$ cat config.mk
export PLATFORM = sky130hd
export DESIGN_NAME = mix_cols_seq
export DESIGN_NICKNAME = d
export VERILOG_FILES = /design/src/rtl/aes_pkg.sv /design/src/rtl/mix_cols.sv /design/src/rtl/mix_cols_seq.sv
export SDC_FILE = /design/constraint.sdc
export NUM_CORES = 1
export LEC_CHECK = 0
export BUFFER_PORTS_ARGS = -buffer_cell sky130_fd_sc_hd__clkbuf_2
export CAP_MARGIN = 0
export CORE_ASPECT_RATIO = 1.5
export CORE_MARGIN = 5
export CORE_UTILIZATION = 50
export CTS_BUF_LIST = sky130_fd_sc_hd__clkbuf_16
export CTS_CLUSTER_SIZE = 25
export DETAILED_ROUTE_END_ITERATION = 8
export GPL_ROUTABILITY_DRIVEN = 0
export PLACE_DENSITY = 0.76
export SYNTH_ARGS = -nofsm -noshare
export SYNTH_HDL_FRONTEND = slang
export SYNTH_SLANG_ARGS = --single-unit
$ cat constraint.sdc
create_clock -name clk -period 9.6 [get_ports clk]
set_clock_uncertainty 0.05 [all_clocks]
set_input_delay 2.4 -clock clk [delete_from_list [all_inputs] [get_ports clk]]
set_output_delay 2.4 -clock clk [all_outputs]
set_load 0.05 [all_outputs]
$ cat src/rtl/aes_pkg.sv
// Shared AES widths, state/column types and FSM encoding for the round-pipeline stages.
package aes_pkg;

    localparam int AES_STATE_W = 128;
    localparam int AES_COL_W   = 32;
    localparam int AES_NCOLS   = 4;

    typedef logic [0:AES_STATE_W-1] aes_state_t;
    typedef logic [0:AES_COL_W-1]   aes_col_t;

    typedef enum logic [1:0] {
        IDLE,
        RUN,
        DONE
    } fsm_t;

    // Multiply by x in GF(2^8) modulo x^8 + x^4 + x^3 + x + 1.
    function automatic logic [7:0] xtime(input logic [7:0] b);
        return {b[6:0], 1'b0} ^ (b[7] ? 8'h1b : 8'h00);
    endfunction

endpackage

$ cat src/rtl/mix_cols.sv
// Combinational AES MixColumns on one 32-bit column; byte 0 occupies the most significant bits.
module mix_cols
    import aes_pkg::*;
(
    input  aes_col_t col_in,
    output aes_col_t col_out
);

    logic [7:0] a0;
    logic [7:0] a1;
    logic [7:0] a2;
    logic [7:0] a3;

    assign a0 = col_in[0:7];
    assign a1 = col_in[8:15];
    assign a2 = col_in[16:23];
    assign a3 = col_in[24:31];

    // 3*b is computed as xtime(b) ^ b.
    assign col_out[0:7]   = xtime(a0) ^ xtime(a1) ^ a1 ^ a2 ^ a3;
    assign col_out[8:15]  = a0 ^ xtime(a1) ^ xtime(a2) ^ a2 ^ a3;
    assign col_out[16:23] = a0 ^ a1 ^ xtime(a2) ^ xtime(a3) ^ a3;
    assign col_out[24:31] = xtime(a0) ^ a0 ^ a1 ^ a2 ^ xtime(a3);

endmodule

$ cat src/rtl/mix_cols_seq.sv
// Steps a 128-bit AES state through COLS_PER_CYCLE shared mix_cols columns per clock,
// with valid/ready on both sides, a final-round bypass and a synchronous abort.
module mix_cols_seq
    import aes_pkg::*;
#(
    parameter int COLS_PER_CYCLE = 1
) (
    input  logic       clk,
    input  logic       rst,
    input  logic       in_valid,
    output logic       in_ready,
    input  aes_state_t in_state,
    input  logic       in_bypass,
    input  logic       abort,
    output logic       out_valid,
    input  logic       out_ready,
    output aes_state_t out_state,
    output logic       busy
);

    if (COLS_PER_CYCLE != 1 && COLS_PER_CYCLE != 2 && COLS_PER_CYCLE != 4) begin : g_bad_cpc
        $error("mix_cols_seq: COLS_PER_CYCLE must be 1, 2 or 4");
    end

    // A step of 4 truncates to 0, so the counter naturally wraps after every group.
    localparam logic [1:0] STEP     = 2'(COLS_PER_CYCLE);
    localparam logic [1:0] LAST_CNT = 2'(AES_NCOLS - COLS_PER_CYCLE);

    fsm_t       state;
    fsm_t       state_next;
    logic [1:0] col_cnt;
    aes_state_t src_q;
    aes_state_t res_q;
    logic       accept;

    logic [1:0] col_idx [COLS_PER_CYCLE];
    aes_col_t   col_src [COLS_PER_CYCLE];
    aes_col_t   col_mix [COLS_PER_CYCLE];

    for (genvar g = 0; g < COLS_PER_CYCLE; g++) begin : g_col
        assign col_idx[g] = col_cnt + 2'(g);
        assign col_src[g] = src_q[{col_idx[g], 5'd0} +: AES_COL_W];

        mix_cols u_mix_cols (
            .col_in (col_src[g]),
            .col_out(col_mix[g])
        );
    end

    always_ff @(posedge clk or posedge rst) begin
        if (rst) begin
            state <= IDLE;
        end else begin
            state <= state_next;
        end
    end

    // Abort wins over every handshake, so in_ready is withheld during an abort cycle.
    always_comb begin
        state_next = state;
        in_ready   = 1'b0;
        out_valid  = 1'b0;
        case (state)
            IDLE: begin
                in_ready = !abort;
            end
            RUN: begin
                if (col_cnt == LAST_CNT) begin
                    state_next = DONE;
                end
            end
            DONE: begin
                out_valid = 1'b1;
                in_ready  = out_ready && !abort;
                if (out_ready) begin
                    state_next = IDLE;
                end
            end
            default: begin
                state_next = IDLE;
            end
        endcase
        if (accept) begin
            state_next = in_bypass ? DONE : RUN;
        end
        if (abort) begin
            state_next = IDLE;
        end
    end

    assign accept    = in_valid && in_ready;
    assign busy      = (state != IDLE);
    assign out_state = (state == DONE) ? res_q : '0;

    always_ff @(posedge clk or posedge rst) begin
        if (rst) begin
            col_cnt <= '0;
            src_q   <= '0;
            res_q   <= '0;
        end else if (!abort) begin
            if (accept) begin
                src_q   <= in_state;
                col_cnt <= '0;
                if (in_bypass) begin
                    res_q <= in_state;
                end
            end else if (state == RUN) begin
                for (int g = 0; g < COLS_PER_CYCLE; g++) begin
                    res_q[{col_idx[g], 5'd0} +: AES_COL_W] <= col_mix[g];
                end
                col_cnt <= col_cnt + STEP;
            end
        end
    end

endmodule

==> impl_summary.log <==
[metrics] outcome: complete, no violations
[metrics] core footprint: 26300 um2
[metrics] share of the clock period used by the worst path after layout: 58.4%
[metrics] post-CTS setup buffers: 0
[metrics] switching power summed over all nets: 2.38 mW
[metrics] Clock Path Buffers: 3
[metrics] fraction of registers with async set or reset after synthesis: 100%
[metrics] Reg2Reg Setup Slack: 6.02 ns
[metrics] Max-Slew Margin vs Limit: 15.4%
[metrics] peak fanout along the critical path: 10
[metrics] row count: 73
[metrics] Initial DRT Pass Iterations: 7
[metrics] Critical Setup Path Class: in2out
[metrics] effective utilization at floorplan: 50.3%
[metrics] unrepaired setup endpoints after global routing: false
[metrics] design internal power: 3.17 mW
[metrics] CP Buf/Inv Count: 2
[metrics] power share of the clock group: 17.8%
[metrics] area occupied by multi-input gates: 6380 um2
[metrics] TritonCTS clock tree: done
[metrics] Gate Count Post-Synth: 1284
[metrics] HPWL reported at the end of detailed placement: 27.4 mm
[metrics] CP top delay family: buffers and inverters
[metrics] global route total overflow: 0
[metrics] Worst Max-Slew Pin Slew: 1.27 ns
[metrics] largest net degree at the start of global routing: 182
[metrics] area of the mapped netlist: 13200 um2
[metrics] number of enable flip-flop cells after synthesis: 0
[metrics] Reg2Reg Capture Point: res_q[51]
[metrics] Reg power frac: 29.7%
[metrics] slowest cell delay on critical path: 0.31 ns
[metrics] Clock Latency Late Sink: 0.52 ns
[metrics] Maximum Capacitance Violations: 0
[metrics] number of nets in the synthesized netlist: 1422
[metrics] most numerous cell on the critical path: clkbuf_2
[metrics] # H-tree levels: 1
[metrics] horizontal die dimension: 143 um
[metrics] Final Cell Area: 15600 um2
[metrics] Residual DRC: 0
[metrics] placed cells: 1808
[metrics] final std cells w/o fill: 1855
[metrics] # fillers: 2250
[metrics] type of origin of the critical path: primary input
[metrics] synthesis-to-layout area growth: 18.0%
[metrics] data required time at the worst endpoint: 7.15 ns
[metrics] iteration-0 DRC count of the detailed router: 789
[metrics] CP Cell Sequence: clkbuf_2 > nor3_1 > clkbuf_2
[metrics] Worst Min Path Start: src_q[107]
[metrics] quantity of gates resized following cts: 0
[metrics] number of failing setup endpoints in the final timing report: 0
[metrics] final net count: 1636
[metrics] combined global-route utilization of all metal layers: 26.6%
[metrics] VDD IR-drop max: 236 uV
[metrics] fraction of synthesized cell area taken by the top area cell type: 49.2%
[metrics] power share of the combinational group: 52.6%
[metrics] number of clock buffers inserted by TritonCTS: 25
[metrics] Vias/cell: 5.79
[metrics] hold buffer count at CTS: 0
[metrics] wire length of the first global-routing pass: 62.2 mm
[metrics] Pins Over Slew Limit: 0
[metrics] arrival time at the worst endpoint: 3.16 ns
[metrics] max frequency: 0.178 GHz
[metrics] CTS Root Cell: clkbuf_16
[metrics] Port-buffer cells: 264
[metrics] Reg2Reg Launch Point: col_cnt[0]
[metrics] remaining number of nets flagged by the antenna check after routing: 0
[metrics] Hold Path Class: reg2reg
[metrics] I/O pin total: 265
[metrics] Ys Warns: 0
[metrics] master of the slowest instance on the critical path: clkbuf_2
[metrics] Worst Hold Path Cells: 2
[metrics] Die Y-Extent: 209 um
[metrics] cell types with the largest area share after synthesis: dfrtp_1 49%, nand2_1 13%, and2_1 6.1%, xnor3_1 5.8%, mux4_2 5.4%
[metrics] dominant cell type by area after synthesis: dfrtp_1
[metrics] clock period minus final worst setup slack: 5.61 ns
[metrics] die outline area: 29900 um2
[metrics] flip-flop and latch count after synthesis: 260
[metrics] top_reg_cell synth: dfrtp_1
[metrics] Hold Fails Final Rpt: 0
[metrics] clock slew at reported path FFs: 0.07 ns
[metrics] Hold Path Sink: src_q[107]
[metrics] CTS Sinks: 260
[metrics] area taken by flip-flops and latches: 6510 um2
[metrics] share of synthesized area occupied by flip-flops and latches: 49.2%
[metrics] Power per Cell Area: 355 nW/um2
[metrics] number of antenna violations at the first check in global routing: 3
[metrics] setup TNS: 0 ns
[metrics] switching share of power: 42.9%
[metrics] number of global-route vias before repair: 11100
[metrics] unique cell type count in the Yosys netlist: 47
[metrics] layout cells sized above 1: 25.1%
[metrics] Crit. End Element: output pin
[metrics] synthesized area per cell: 10.3 um2
[metrics] number of cells traversed by the worst register-to-register path: 6
[metrics] WL per Instance: 21.5 um
[metrics] WL final: 39.9 mm
[metrics] via count: 10700
[metrics] Leakage: 7.92 nW
[metrics] post-detailed-placement cell area: 14800 um2
cell type report:
type | instances | share of cell area (%)
flip-flops and latches | 260 | 41.7
multi-input cells | 924 | 40.9
repair buffers | 281 | 9.37
clock buffers | 25 | 4.01
well taps | 337 | 2.70
clock inverters | 19 | 1.08
inverters | 6 | 0.168
diodes | 3 | 0.0481
cells by family after synthesis:
group                      count (synthesis)  share of synthesized area [%]
AOI/OAI and AO/OA                        196                           11.6
xor gates and xnor gates                  76                           9.88
adders and majority gates                  4                          0.378
buffers and inverters                    100                           3.18
DFF                                      260                           49.2
muxes                                     34                           5.61
and+or+nand+nor                          614                           20.2
state kept, by name, indices dropped and copies added (netlist names):
signal / flops
col_cnt: 2
res_q: 128
src_q: 128
state: 2
how the worst max path moves through the flow:
| stage | depth (start not counted) | slack (ns) | startpoint | to |
|---|---|---|---|---|
| after detailed placement | 3 | 3.99 | abort | in_ready |
| after global placement | 3 | 4.00 | abort | in_ready |
| after CTS | 3 | 3.99 | abort | in_ready |
| final | 3 | 3.99 | abort | in_ready |
| after global routing | 3 | 3.95 | abort | in_ready |
| after floorplan | 2 | 3.45 | abort | in_ready |
cells in the mapped netlist, types with 3 or more instances:
master      n
a22oi_1    25
and2_1    128
buf_1       3
buf_2       8
clkbuf_1   79
dfrtp_1   260
ha_1        4
inv_1       6
mux4_2     32
nand2_1   458
nor2_1     13
o211ai_1   19
o21a_1     30
o21ai_0    27
o221ai_1   78
o221ai_2    4
xnor2_1    16
xnor2_2     8
xnor3_1    34
xor2_1      9
xor2_2      3
xor3_1      6
power groups by stage:
stage	Clock, mW	Combinational (mW)	Sequential, mW
after floorplan	0	2.09	1.55
after global placement	0	2.86	1.65
after detailed placement	0	2.88	1.65
after CTS	0.998	2.91	1.64
after global routing	1.04	3.07	1.68
final	0.986	2.91	1.64
worst min-delay path: cells and delay by family, from the launching register on:
family        cells  cell delay (ns)
simple gates      2             0.10
flops             1             0.34
placed cells by master (no fill, tap or decap), types with 8 or more instances in the layout:
master and instances:
xnor2_1 16, nand2_1 458, xor2_1 9, clkbuf_16 25, xnor3_1 34, mux4_2 32
and2_1 129, o221ai_1 78, xnor2_2 8, o21a_1 30, a22oi_1 25, dfrtp_1 258
clkbuf_2 264, nor2_1 13, o211ai_1 19, clkinv_2 8, buf_4 16, o21ai_0 26
layer usage:
metal | vias up | track usage [%] | share of wire (%)
met5 | - | 0 | 0
met2 | 454 | 46.0 | 52
met3 | 112 | 2.93 | 5.5
li1 | 4804 | - | -
met1 | 5372 | 33.7 | 38
met4 | 0 | 11.2 | 4.1
through the flow:
step           setup WS [ns]  hold WS, ns  total power, mW  util [%]
2_1_floorplan           3.45        0.390             3.64         -
3_3_place_gp            4.00        0.403             4.51      56.3
3_5_place_dp            3.99        0.408             4.53      56.3
4_1_cts                 3.99        0.424             5.55      59.3
5_1_grt                 3.95        0.442             5.79      59.3
6_report                3.99        0.422             5.54      59.3
(Power assumes the default switching activity.)
